$ cat src/rtl/layer_exec_pkg.sv
// Shared definitions for the layer execution sequencer: FSM state encoding,
// DMA buffer select codes and the byte-length arithmetic width/helper.
package layer_exec_pkg;

    localparam int LEN_W  = 32;
    localparam int DIM_W  = 16;
    localparam int ROWS_W = 8;

    typedef logic [LEN_W-1:0] len_t;

    typedef enum logic [3:0] {
        ST_IDLE,
        ST_LATCH,
        ST_WT_REQ,
        ST_WT_WAIT,
        ST_IFM_REQ,
        ST_IFM_WAIT,
        ST_CMP_GO,
        ST_CMP_WAIT,
        ST_OFM_REQ,
        ST_OFM_WAIT,
        ST_NEXT,
        ST_DONE
    } state_t;

    localparam logic [1:0] SEL_WT  = 2'd0;
    localparam logic [1:0] SEL_IFM = 2'd1;
    localparam logic [1:0] SEL_OFM = 2'd2;

    // Byte-length product, deliberately truncated to LEN_W bits.
    function automatic len_t mul_len(input len_t a, input len_t b);
        return a * b;
    endfunction

endpackage

$ cat src/rtl/layer_exec_sequencer_if.sv
// DMA request/completion and compute start/done handshakes seen by the
// sequencer. master = sequencer side, slave = DMA engine / compute array side.
interface layer_exec_sequencer_if #(
    parameter int AXI_ADDR_W = 32
) ();
    logic                  dma_req;
    logic                  dma_ack;
    logic                  dma_wr;
    logic [1:0]            dma_sel;
    logic [AXI_ADDR_W-1:0] dma_addr;
    logic [31:0]           dma_len;
    logic                  dma_done;
    logic                  cmp_start;
    logic [7:0]            cmp_rows;
    logic                  cmp_done;

    modport master (
        output dma_req, dma_wr, dma_sel, dma_addr, dma_len, cmp_start, cmp_rows,
        input  dma_ack, dma_done, cmp_done
    );

    modport slave (
        input  dma_req, dma_wr, dma_sel, dma_addr, dma_len, cmp_start, cmp_rows,
        output dma_ack, dma_done, cmp_done
    );
endinterface

$ cat src/rtl/tile_addr_gen.sv
// Row-tile walker: holds the current output row and the IFM/OFM byte pointers,
// and derives the current tile height and its transfer lengths.
module tile_addr_gen
    import layer_exec_pkg::*;
#(
    parameter int AXI_ADDR_W = 32,
    parameter int TILE_ROWS  = 8
) (
    input  logic                  clk,
    input  logic                  rst,
    input  logic                  load,
    input  logic                  step,
    input  logic [DIM_W-1:0]      h,
    input  logic [AXI_ADDR_W-1:0] ifm_base,
    input  logic [AXI_ADDR_W-1:0] ofm_base,
    input  len_t                  in_row,
    input  len_t                  out_row,
    output logic [ROWS_W-1:0]     rows,
    output logic [AXI_ADDR_W-1:0] ifm_ptr,
    output logic [AXI_ADDR_W-1:0] ofm_ptr,
    output len_t                  ifm_len,
    output len_t                  ofm_len,
    output logic                  last
);
    logic [DIM_W-1:0] row;
    logic [DIM_W-1:0] left;

    // row never passes h, so the remaining count cannot underflow
    assign left    = h - row;
    assign rows    = (left < DIM_W'(TILE_ROWS)) ? ROWS_W'(left) : ROWS_W'(TILE_ROWS);
    assign ifm_len = mul_len(LEN_W'(rows), in_row);
    assign ofm_len = mul_len(LEN_W'(rows), out_row);
    assign last    = ({1'b0, row} + (DIM_W+1)'(rows)) >= {1'b0, h};

    // Reset pointers at layer start, advance them by one tile per step
    always_ff @(posedge clk or posedge rst) begin
        if (rst) begin
            row     <= '0;
            ifm_ptr <= '0;
            ofm_ptr <= '0;
        end else if (load) begin
            row     <= '0;
            ifm_ptr <= ifm_base;
            ofm_ptr <= ofm_base;
        end else if (step) begin
            row     <= row + DIM_W'(rows);
            ifm_ptr <= ifm_ptr + AXI_ADDR_W'(ifm_len);
            ofm_ptr <= ofm_ptr + AXI_ADDR_W'(ofm_len);
        end
    end

endmodule

$ cat src/rtl/layer_exec_sequencer.sv
// Layer execution sequencer: accepts a layer_start from the layer controller,
// fetches weights once, then loops IFM read -> compute -> OFM write per row
// tile and pulses layer_done. Optional cycle counter: LAYER_PERF_CNT_EN.
module layer_exec_sequencer
    import layer_exec_pkg::*;
#(
    parameter int AXI_ADDR_W = 32,
    parameter int TILE_ROWS  = 8,
    parameter int KSIZE      = 3
) (
    input  logic                  clk,
    input  logic                  rst,
    input  logic                  layer_start,
    input  logic [DIM_W-1:0]      H,
    input  logic [DIM_W-1:0]      W,
    input  logic [DIM_W-1:0]      Cin,
    input  logic [DIM_W-1:0]      Cout,
    input  logic [AXI_ADDR_W-1:0] weight_addr,
    input  logic [AXI_ADDR_W-1:0] ifm_addr,
    input  logic [AXI_ADDR_W-1:0] ofm_addr,
    output logic                  layer_done,
    output logic                  busy,
    output logic [31:0]           layer_cycles,
    layer_exec_sequencer_if.master bus
);
    localparam len_t KK = LEN_W'(KSIZE * KSIZE);

    state_t                state, state_nx;
    logic [DIM_W-1:0]      h_q, w_q, cin_q, cout_q;
    logic [AXI_ADDR_W-1:0] wt_base, ifm_base, ofm_base;
    len_t                  in_row, out_row, wlen;
    logic                  done_pend;
    logic                  start_acc, zero_dim, wait_hit;

    logic [ROWS_W-1:0]     rows;
    logic [AXI_ADDR_W-1:0] ifm_ptr, ofm_ptr;
    len_t                  ifm_len, ofm_len;
    logic                  last;

    logic                  req_c, wr_c, cmp_start_c;
    logic [1:0]            sel_c;
    logic [AXI_ADDR_W-1:0] addr_c;
    len_t                  len_c;
    logic [ROWS_W-1:0]     cmp_rows_c;

    assign start_acc = layer_start && (state == ST_IDLE);
    assign zero_dim  = (h_q == '0) || (w_q == '0) || (cin_q == '0) || (cout_q == '0);
    // a done that arrived together with the ack is replayed in the WAIT cycle
    assign wait_hit  = bus.dma_done || done_pend;

    tile_addr_gen #(
        .AXI_ADDR_W (AXI_ADDR_W),
        .TILE_ROWS  (TILE_ROWS)
    ) u_tile (
        .clk      (clk),
        .rst      (rst),
        .load     (state == ST_LATCH),
        .step     (state == ST_NEXT),
        .h        (h_q),
        .ifm_base (ifm_base),
        .ofm_base (ofm_base),
        .in_row   (in_row),
        .out_row  (out_row),
        .rows     (rows),
        .ifm_ptr  (ifm_ptr),
        .ofm_ptr  (ofm_ptr),
        .ifm_len  (ifm_len),
        .ofm_len  (ofm_len),
        .last     (last)
    );

    // Capture the layer config on an accepted start; derive row/weight sizes in LATCH
    always_ff @(posedge clk or posedge rst) begin
        if (rst) begin
            h_q      <= '0;
            w_q      <= '0;
            cin_q    <= '0;
            cout_q   <= '0;
            wt_base  <= '0;
            ifm_base <= '0;
            ofm_base <= '0;
            in_row   <= '0;
            out_row  <= '0;
            wlen     <= '0;
        end else if (start_acc) begin
            h_q      <= H;
            w_q      <= W;
            cin_q    <= Cin;
            cout_q   <= Cout;
            wt_base  <= weight_addr;
            ifm_base <= ifm_addr;
            ofm_base <= ofm_addr;
        end else if (state == ST_LATCH) begin
            in_row   <= mul_len(LEN_W'(w_q), LEN_W'(cin_q));
            out_row  <= mul_len(LEN_W'(w_q), LEN_W'(cout_q));
            wlen     <= mul_len(mul_len(LEN_W'(cin_q), LEN_W'(cout_q)), KK);
        end
    end

    // Remember an ack+done coincidence so the following WAIT cycle sees it
    always_ff @(posedge clk or posedge rst) begin
        if (rst) done_pend <= 1'b0;
        else     done_pend <= req_c && bus.dma_ack && bus.dma_done;
    end

    // State register
    always_ff @(posedge clk or posedge rst) begin
        if (rst) state <= ST_IDLE;
        else     state <= state_nx;
    end

    // Next-state and handshake outputs
    always_comb begin
        state_nx    = state;
        req_c       = 1'b0;
        wr_c        = 1'b0;
        sel_c       = SEL_WT;
        addr_c      = '0;
        len_c       = '0;
        cmp_start_c = 1'b0;
        cmp_rows_c  = '0;
        case (state)
            ST_IDLE:     if (layer_start) state_nx = ST_LATCH;
            ST_LATCH:    state_nx = zero_dim ? ST_DONE : ST_WT_REQ;
            ST_WT_REQ: begin
                req_c  = 1'b1;
                sel_c  = SEL_WT;
                addr_c = wt_base;
                len_c  = wlen;
                if (bus.dma_ack) state_nx = ST_WT_WAIT;
            end
            ST_WT_WAIT:  if (wait_hit) state_nx = ST_IFM_REQ;
            ST_IFM_REQ: begin
                req_c  = 1'b1;
                sel_c  = SEL_IFM;
                addr_c = ifm_ptr;
                len_c  = ifm_len;
                if (bus.dma_ack) state_nx = ST_IFM_WAIT;
            end
            ST_IFM_WAIT: if (wait_hit) state_nx = ST_CMP_GO;
            ST_CMP_GO: begin
                // cmp_done in this cycle belongs to nobody and is dropped
                cmp_start_c = 1'b1;
                cmp_rows_c  = rows;
                state_nx    = ST_CMP_WAIT;
            end
            ST_CMP_WAIT: begin
                cmp_rows_c = rows;
                if (bus.cmp_done) state_nx = ST_OFM_REQ;
            end
            ST_OFM_REQ: begin
                req_c  = 1'b1;
                wr_c   = 1'b1;
                sel_c  = SEL_OFM;
                addr_c = ofm_ptr;
                len_c  = ofm_len;
                if (bus.dma_ack) state_nx = ST_OFM_WAIT;
            end
            ST_OFM_WAIT: if (wait_hit) state_nx = ST_NEXT;
            ST_NEXT:     state_nx = last ? ST_DONE : ST_IFM_REQ;
            ST_DONE:     state_nx = ST_IDLE;
            default:     state_nx = ST_IDLE;
        endcase
    end

    assign bus.dma_req   = req_c;
    assign bus.dma_wr    = wr_c;
    assign bus.dma_sel   = sel_c;
    assign bus.dma_addr  = addr_c;
    assign bus.dma_len   = len_c;
    assign bus.cmp_start = cmp_start_c;
    assign bus.cmp_rows  = cmp_rows_c;

    assign layer_done = (state == ST_DONE);
    assign busy       = (state != ST_IDLE);

`ifdef LAYER_PERF_CNT_EN
    logic [31:0] cyc_cnt;

    // Count busy cycles of the current layer; value holds after layer_done
    always_ff @(posedge clk or posedge rst) begin
        if (rst)            cyc_cnt <= '0;
        else if (start_acc) cyc_cnt <= '0;
        else if (busy)      cyc_cnt <= cyc_cnt + 32'd1;
    end

    assign layer_cycles = cyc_cnt;
`else
    assign layer_cycles = '0;
`endif

endmodule

$ cat src/flat_wrapper.sv
// flat-port wrapper written by rule: the top's interface ports become plain ports
module layer_exec_sequencer_flat import layer_exec_pkg::*;
#(
    parameter int AXI_ADDR_W = 32,
    parameter int TILE_ROWS  = 8,
    parameter int KSIZE      = 3
)
  (clk, rst, layer_start, H, W, Cin, Cout, weight_addr, ifm_addr, ofm_addr, layer_done, busy, layer_cycles, bus_dma_req, bus_dma_wr, bus_dma_sel, bus_dma_addr, bus_dma_len, bus_cmp_start, bus_cmp_rows, bus_dma_ack, bus_dma_done, bus_cmp_done);
  layer_exec_sequencer_if #(.AXI_ADDR_W(AXI_ADDR_W)) bus_i ();
  input  logic clk;
  input  logic rst;
  input  logic layer_start;
  input  logic [DIM_W-1:0] H;
  input  logic [DIM_W-1:0] W;
  input  logic [DIM_W-1:0] Cin;
  input  logic [DIM_W-1:0] Cout;
  input  logic [AXI_ADDR_W-1:0] weight_addr;
  input  logic [AXI_ADDR_W-1:0] ifm_addr;
  input  logic [AXI_ADDR_W-1:0] ofm_addr;
  output logic layer_done;
  output logic busy;
  output logic [31:0] layer_cycles;
  output wire logic [$bits(bus_i.dma_req)-1:0] bus_dma_req;
  output wire logic [$bits(bus_i.dma_wr)-1:0] bus_dma_wr;
  output wire logic [$bits(bus_i.dma_sel)-1:0] bus_dma_sel;
  output wire logic [$bits(bus_i.dma_addr)-1:0] bus_dma_addr;
  output wire logic [$bits(bus_i.dma_len)-1:0] bus_dma_len;
  output wire logic [$bits(bus_i.cmp_start)-1:0] bus_cmp_start;
  output wire logic [$bits(bus_i.cmp_rows)-1:0] bus_cmp_rows;
  input wire logic [$bits(bus_i.dma_ack)-1:0] bus_dma_ack;
  input wire logic [$bits(bus_i.dma_done)-1:0] bus_dma_done;
  input wire logic [$bits(bus_i.cmp_done)-1:0] bus_cmp_done;
  assign bus_dma_req = bus_i.dma_req;
  assign bus_dma_wr = bus_i.dma_wr;
  assign bus_dma_sel = bus_i.dma_sel;
  assign bus_dma_addr = bus_i.dma_addr;
  assign bus_dma_len = bus_i.dma_len;
  assign bus_cmp_start = bus_i.cmp_start;
  assign bus_cmp_rows = bus_i.cmp_rows;
  assign bus_i.dma_ack = bus_dma_ack;
  assign bus_i.dma_done = bus_dma_done;
  assign bus_i.cmp_done = bus_cmp_done;
  layer_exec_sequencer #(.AXI_ADDR_W(AXI_ADDR_W), .TILE_ROWS(TILE_ROWS), .KSIZE(KSIZE)) u_core (.clk(clk), .rst(rst), .layer_start(layer_start), .H(H), .W(W), .Cin(Cin), .Cout(Cout), .weight_addr(weight_addr), .ifm_addr(ifm_addr), .ofm_addr(ofm_addr), .layer_done(layer_done), .busy(busy), .layer_cycles(layer_cycles), .bus(bus_i));
endmodule
$ cat config.mk
export PLATFORM = sky130hd
export DESIGN_NAME = layer_exec_sequencer_flat
export DESIGN_NICKNAME = d
export VERILOG_FILES = /design/src/rtl/layer_exec_pkg.sv /design/src/rtl/layer_exec_sequencer_if.sv /design/src/rtl/tile_addr_gen.sv /design/src/rtl/layer_exec_sequencer.sv /design/src/flat_wrapper.sv
export SDC_FILE = /design/constraint.sdc
export NUM_CORES = 2
export LEC_CHECK = 0
export CORE_MARGIN = 2
export CORE_UTILIZATION = 45
export CTS_CLUSTER_SIZE = 14
export DETAILED_ROUTE_END_ITERATION = 10
export DONT_BUFFER_PORTS = 1
export HOLD_SLACK_MARGIN = 0.12
export PLACE_DENSITY = 0.59
export SLEW_MARGIN = 25
export SYNTH_ARGS = -nofsm -noshare
export SYNTH_HDL_FRONTEND = slang
export SYNTH_HIERARCHICAL = 1
export SYNTH_SLANG_ARGS = --single-unit
$ cat constraint.sdc
create_clock -name clk -period 13.4 [get_ports clk]
set_clock_uncertainty 0.2 [all_clocks]
set_input_delay 1.34 -clock clk [delete_from_list [all_inputs] [get_ports clk]]
set_output_delay 1.34 -clock clk [all_outputs]
set_load 0.1 [all_outputs]
### Yosys cells after proc, flatten, opt, wreduce, memory -nomap -nowiden

Cells that the tools add are included.

| cells by class | value |
|---|---|
| $add $sub $neg | 5 |
| multipliers | 6 |
| order comparisons | 2 |
| equal/unequal tests | 19 |
| mux-type cells | 25 |
| bitwise gates (word level) | 1 |
| reduce and logical (&&, ||, !) cells | 18 |

Operators by type and width:

| cell | count |
|---|---|
| $pmux 32 s3 | 2 |
| $mux 32 | 4 |
| $mul 16x16->32 | 3 |
| $add 32x32->32 | 2 |
| $logic_not 16->1 | 4 |
| $mul 8x32->32 | 2 |
| $pmux 4 s11 | 1 |
| $mux 4 | 10 |
| $mul 32x4->32 const B | 1 |
| $mux 16 | 2 |
| $add 16x8->17 | 1 |
| $ge 17x16->1 | 1 |
| $add 16x8->16 | 1 |
| $eq 4x3->1 const B | 4 |
| $eq 4x4->1 const B | 4 |
| $lt 16x4->1 const B | 1 |
| $mux 8 | 2 |
| $sub 16x16->16 | 1 |
| $ne 2x2->1 const B | 5 |
| $eq 4x2->1 const B | 2 |
| $reduce_and 8->1 | 1 |
| $ne 2x1->1 const B | 3 |
| $eq 4x1->1 const B | 1 |
| $logic_not 4->1 | 1 |
| other kinds (10) | 17 |

| word-level totals | value |
|---|---|
| bits in registers | 341 |
| bits of input ports | 166 |
| output and inout bits | 111 |
| word-level logic and storage cells | 91 |

### Longest topological paths before layout

| depth | value |
|---|---|
| depth after elaboration | 7 |
| mapped depth | 44 |
| depth with buffers taken out | 42 |

### Modules after synthesis

The synthesis kept the hierarchy.

By module, submodules not included:

| module | times used | cells an instance | area an instance (um^2) |
|---|---|---|---|
| layer_exec_sequencer | 1 | 4106 | 37873.8 |
| tile_addr_gen | 1 | 2331 | 20532.2 |

### Worst setup path after synthesis

Ideal clock, no wire load.

| path | value |
|---|---|
| path kind | register to register |
| start point | reg u_core.u_tile.row[1] |
| end point | reg u_core.u_tile.ifm_ptr[30] |
| library setup time | 126 ps |
| arrival | 10228 ps |
| path slack | 2846 ps |
| cell stages (with the launch flop) | 41 |
| path buffers | 2 |
| cells stage by stage | dfrtp_1 -> inv_1 -> ha_1 -> nor2b_2 -> o21ai_1 -> or4b_1 -> a211oi_2 -> o22ai_1 -> or4_1 -> or4_4 -> nor4_4 -> buf_4 -> buf_2 -> nor2b_1 -> fa_1 -> fa_1 -> inv_1 -> fa_1 -> (+5 left out) -> and3_1 -> o21ai_0 -> a211oi_1 -> o41ai_1 -> a21boi_0 -> o21ai_0 -> or4b_2 -> o311ai_0 -> ha_1 -> a21o_1 -> a21o_1 -> or3b_2 -> nor3_1 -> o41ai_1 -> a21oi_1 -> o21bai_1 -> mux2i_1 -> a221o_1 |

| between the ends | value |
|---|---|
| longest elaborated chain between the ends | 7 |

RTL lines:

| element | RTL line | source |
|---|---|---|
| start, declared | tile_addr_gen.sv:25 | `logic [DIM_W-1:0] row;` |
| start signal, assigned | tile_addr_gen.sv:46 | `row <= row + DIM_W'(rows);` |
| $sub 16x16->16 (*) | tile_addr_gen.sv:29 | `assign left = h - row;` |
| $lt 16x4->1 | tile_addr_gen.sv:30 | `assign rows = (left < DIM_W'(TILE_ROWS)) ? ROWS_W'(left) : ROWS_W'(TILE_ROWS);` |
| $mux 8 (*) | tile_addr_gen.sv:30 |  |
| $mul 8x32->32 (*) | layer_exec_pkg.sv:32 | `return a * b;` |
| net u_core.ifm_len[20] | layer_exec_sequencer.sv:37 | `len_t ifm_len, ofm_len;` |
| $add 32x32->32 (*) | tile_addr_gen.sv:47 | `ifm_ptr <= ifm_ptr + AXI_ADDR_W'(ifm_len);` |
| $mux 32 (*) | tile_addr_gen.sv:45 | `end else if (step) begin` |
| $mux 32 (*) | tile_addr_gen.sv:41 | `end else if (load) begin` |
| end signal, assigned | tile_addr_gen.sv:43 | `ifm_ptr <= ifm_base;` |
| end signal, assigned | tile_addr_gen.sv:47 |  |
| end, declared | tile_addr_gen.sv:19 | `output logic [AXI_ADDR_W-1:0] ifm_ptr,` |

Mark *: on every way through the listed nets, which the timed path passes. The rest lies on a longest branch. The select of a mux whose other input is x is not followed.
A chain may end at the register's enable or synchronous reset.

### Worst setup path after layout

| path | value |
|---|---|
| start point | reg u_core.u_tile.row[1] |
| end point | out bus_dma_len[20] |

| between the ends | value |
|---|---|
| longest elaborated chain between the ends | 5 |
| elaborated cells on any way between the ends | 6 |

RTL lines:

| element | RTL line | source |
|---|---|---|
| $sub 16x16->16 (*) | tile_addr_gen.sv:29 |  |
| $lt 16x4->1 | tile_addr_gen.sv:30 |  |
| $mux 8 (*) | tile_addr_gen.sv:30 |  |
| $mul 8x32->32 (*) | layer_exec_pkg.sv:32 |  |
| net u_core.ifm_len[20] | layer_exec_sequencer.sv:37 |  |
| $pmux 32 s3 (*) | layer_exec_sequencer.sv:122 | `case (state)` |
| end, declared | flat_wrapper.sv:27 | `output wire logic [$bits(bus_i.dma_len)-1:0] bus_dma_len;` |

Mark *: on every way through the listed nets, which the timed path passes. The rest lies on a longest branch.

==> out/metrics.cfg <==
[setup_path]
slowest_delay_ps = 850
cp.arrival_ps = 11140
worstSetupStartpointType = register
endpoint_kind = output pin
slowest_stage = o41ai_1
critPathBufInv = 5
crit_top_cell = fa_1
critPathTopFamily = simple AND/OR/NAND/NOR gates
crit_fanout = 79
cp_data_required_time_ps = 11860
crit_type = reg -> out

[logic_synthesis]
synth-edff-count = 0
synthesis.area_sq_mm = 0.0584
synth_cells = 6437
synth_async_sr_flop_share_pct = 100
yosysWarnings = 6
yosysSeqAreaShare_pct = 14.6
syn_area_per_cell_sq_um = 9.07
yosysUniqueCellTypes = 100
ys_ff_latch = 341
synthFlopType = dfrtp_1

[routing]
drtPass1Iterations = 5
dr.first_iter.drc_count = 3074
drtAntennaViolNets = 0
vias = 44300
wl_per_cell_um = 19.9
drt-total-wl_um = 164000
drc_errors = 0
viasPerCell = 5.36

[run_status]
status = complete, no violations

[timing]
worst_slew_pin_slew_ps = 1060
max_freq_mhz = 78.9
setup_viol = 0
maxSlewHeadroom_pct = 29.2
final-hold-violation-count = 0
fin_crit_sh_pct = 94.6
rsz0062_at_grt = no
tns_ps = 0
drv_slew = 0
post-route-min-period_ps = 12680

[clock_network]
cts-buffers-inserted = 48
cts_root_buf = clkbuf_16
htree_levels = 2
cts_tree = yes
cts-resized-gates = 0
clk_latency_ps = 670
ctsLongestPathBuffers = 3
hold_buffers = 0
cts_setup_buffers = 0
clk_pin_slew_ps = 60
cts_num_sinks = 341

[die]
initial_core_util_pct = 45.2
die_h_um = 364
die_x_um = 364
ioPinCount = 277
core-area_sq_mm = 0.129
die_area_sq_mm = 0.133
rows = 132

[hold_path]
min_path_type = reg -> reg

[job]
cap_viol_max_count = 0

[placed_design]
port_buffers = 0
routabilityCongestion = 0.962
place_hpwl_um = 129000

[global_routing]
grt_pass1_vias = 44700
overflow = 0
antenna_found_initial = 6
grt_first_pass_wirelength_um = 258000
grt_max_degree = 104
grt.total_usage_pct = 24.9

[final_layout]
nets = 8097
area_delta_synth_final_pct = 6.85
drive_gt1_share_pct = 5.85

==> worst register-to-register path: cells and delay by family, from the launching register on <==
kind                       cells  cell delay, ps
DFF                            1             420
adders and majority gates      7            2810
and+or+nand+nor               10            4230
muxes                          1             130
buffers and inverters          5             750
AOI/OAI and AO/OA             15            3670
==> synthesized netlist by cell type, drive strengths merged, types with 6 or more instances <==
master / instances / share of area [%]
inv: 1056 / 6.8
nand2: 931 / 6.0
fa: 899 / 31
ha: 552 / 12
and2: 399 / 4.3
dfrtp: 341 / 15
clkbuf: 246 / 1.6
o21ai: 231 / 2.0
a21oi: 218 / 1.9
xnor2: 171 / 2.6
mux2: 163 / 3.1
nor2: 158 / 1.1
a21o: 112 / 1.4
nor2b: 90 / 0.97
and3: 87 / 0.93
buf: 72 / 0.81
a22oi: 67 / 0.86
xor2: 67 / 1.0
nand3: 60 / 0.51
mux2i: 47 / 0.81
nor3: 45 / 0.39
o21bai: 36 / 0.46
a211oi: 34 / 0.45
nand4: 30 / 0.32
o21a: 30 / 0.39
nand2b: 27 / 0.29
nor4: 27 / 0.33
a31oi: 24 / 0.26
o31ai: 17 / 0.24
nor3b: 15 / 0.19
a2111oi: 12 / 0.18
or2: 12 / 0.13
or3: 12 / 0.13
nand3b: 10 / 0.13
a21boi: 9 / 0.12
a221o: 9 / 0.15
or4: 8 / 0.11
a211o: 7 / 0.10
o2111ai: 7 / 0.10
o41ai: 7 / 0.10
o31a: 6 / 0.090
==> flip-flops by register name, indices dropped and copies added (netlist names) <==
name,count
u_core/u_tile/ifm_ptr,32
u_core/wlen,32
u_core/ofm_base,32
u_core/cout_q,16
u_core/cin_q,16
u_core/wt_base,32
u_core/ifm_base,32
u_core/in_row,32
u_core/u_tile/row,16
u_core/u_tile/ofm_ptr,32
u_core/out_row,32
u_core/done_pend,1
u_core/w_q,16
u_core/state,4
u_core/h_q,16
==> metrics by stage <==
| stage | setup slack, ps | cells | instance area (sq um) | hold WS (ps) | util [%] |
|---|---|---|---|---|---|
| 3_5_place_dp | 1170 | 8172 | 60700 | 267 | 47.0 |
| 3_3_place_gp | 1560 | 8172 | 60700 | 257 | 47.0 |
| 6_report | 718 | 8262 | 62400 | 283 | 48.3 |
| 2_1_floorplan | 2850 | 6678 | 59300 | 242 | - |
| 4_1_cts | 699 | 8258 | 62400 | 281 | 48.3 |
| 5_1_grt | 137 | 8259 | 62400 | 304 | 48.3 |
==> layout by cell type (no fill, tap or decap), types with 69 or more instances in the layout <==
cell type | Yosys | final
inv_1 | 1054 | 1051
nand2_1 | 931 | 930
fa_1 | 899 | 899
ha_1 | 552 | 552
and2_1 | 399 | 398
dfrtp_1 | 341 | 335
conb_1 | 3 | 244
o21ai_0 | 219 | 219
a21oi_1 | 217 | 217
xnor2_1 | 168 | 167
mux2_2 | 161 | 161
nor2_1 | 156 | 153
a21o_1 | 111 | 111
nor2b_1 | 89 | 89
and3_1 | 87 | 87
buf_4 | 49 | 69
==> final cells by class <==
class                           count  area [sq um]
Antenna cell                        4          10.0
Sequential cell                   341          8540
Clock buffer                       60          1300
Fill cell                       12500         66700
Multi-Input combinational cell   4960         45400
Clock inverter                     26           358
Timing Repair Buffer               72           588
Tap cell                         1742          2180
Inverter                         1057          3980
==> kinds of logic after synthesis <==
group                      after synthesis  synth area share [%]
AOI/OAI and AO/OA                      884                  9.78
muxes                                  210                  3.95
other                                    3                0.0193
buffers and inverters                 1377                  9.22
adders and majority gates             1451                  42.6
xor gates and xnor gates               239                  3.68
DFF                                    341                  14.6
and+or+nand+nor                       1932                  16.1
==> layer usage <==
metal  part of all wire (%)  vias up  track usage, %
met4                    3.2        6            7.64
met2                     46     1153            40.0
met5                  0.019        -               0
met3                    5.5      227            3.12
met1                     46    22600            35.1
li1                       -    20300               -
==> path summary, 6_finish.rpt <==
path                                                  start                                     to  slack, ps  depth (start not counted)
setup / recovery           u_core/u_tile/row[1]$_DFFE_PP0P_                        bus_dma_len[20]        720                         30
hold reg to reg                 u_core/wlen[24]$_DFFE_PP0P_            u_core/wlen[24]$_DFFE_PP0P_        280                          2
max in group asynchronous                               rst           u_core/cin_q[11]$_DFFE_PP0P_      10400                          3
hold / removal                  u_core/wlen[24]$_DFFE_PP0P_            u_core/wlen[24]$_DFFE_PP0P_        280                          2
min in group asynchronous                               rst   u_core/u_tile/ofm_ptr[6]$_DFFE_PP0P_        400                          1
setup reg to reg           u_core/u_tile/row[1]$_DFFE_PP0P_  u_core/u_tile/ifm_ptr[30]$_DFFE_PP0P_       1050                         38
Power is left out: the tool's default activity adds up to more than one toggle a clock period on the data nets, which glitch-free logic cannot reach.
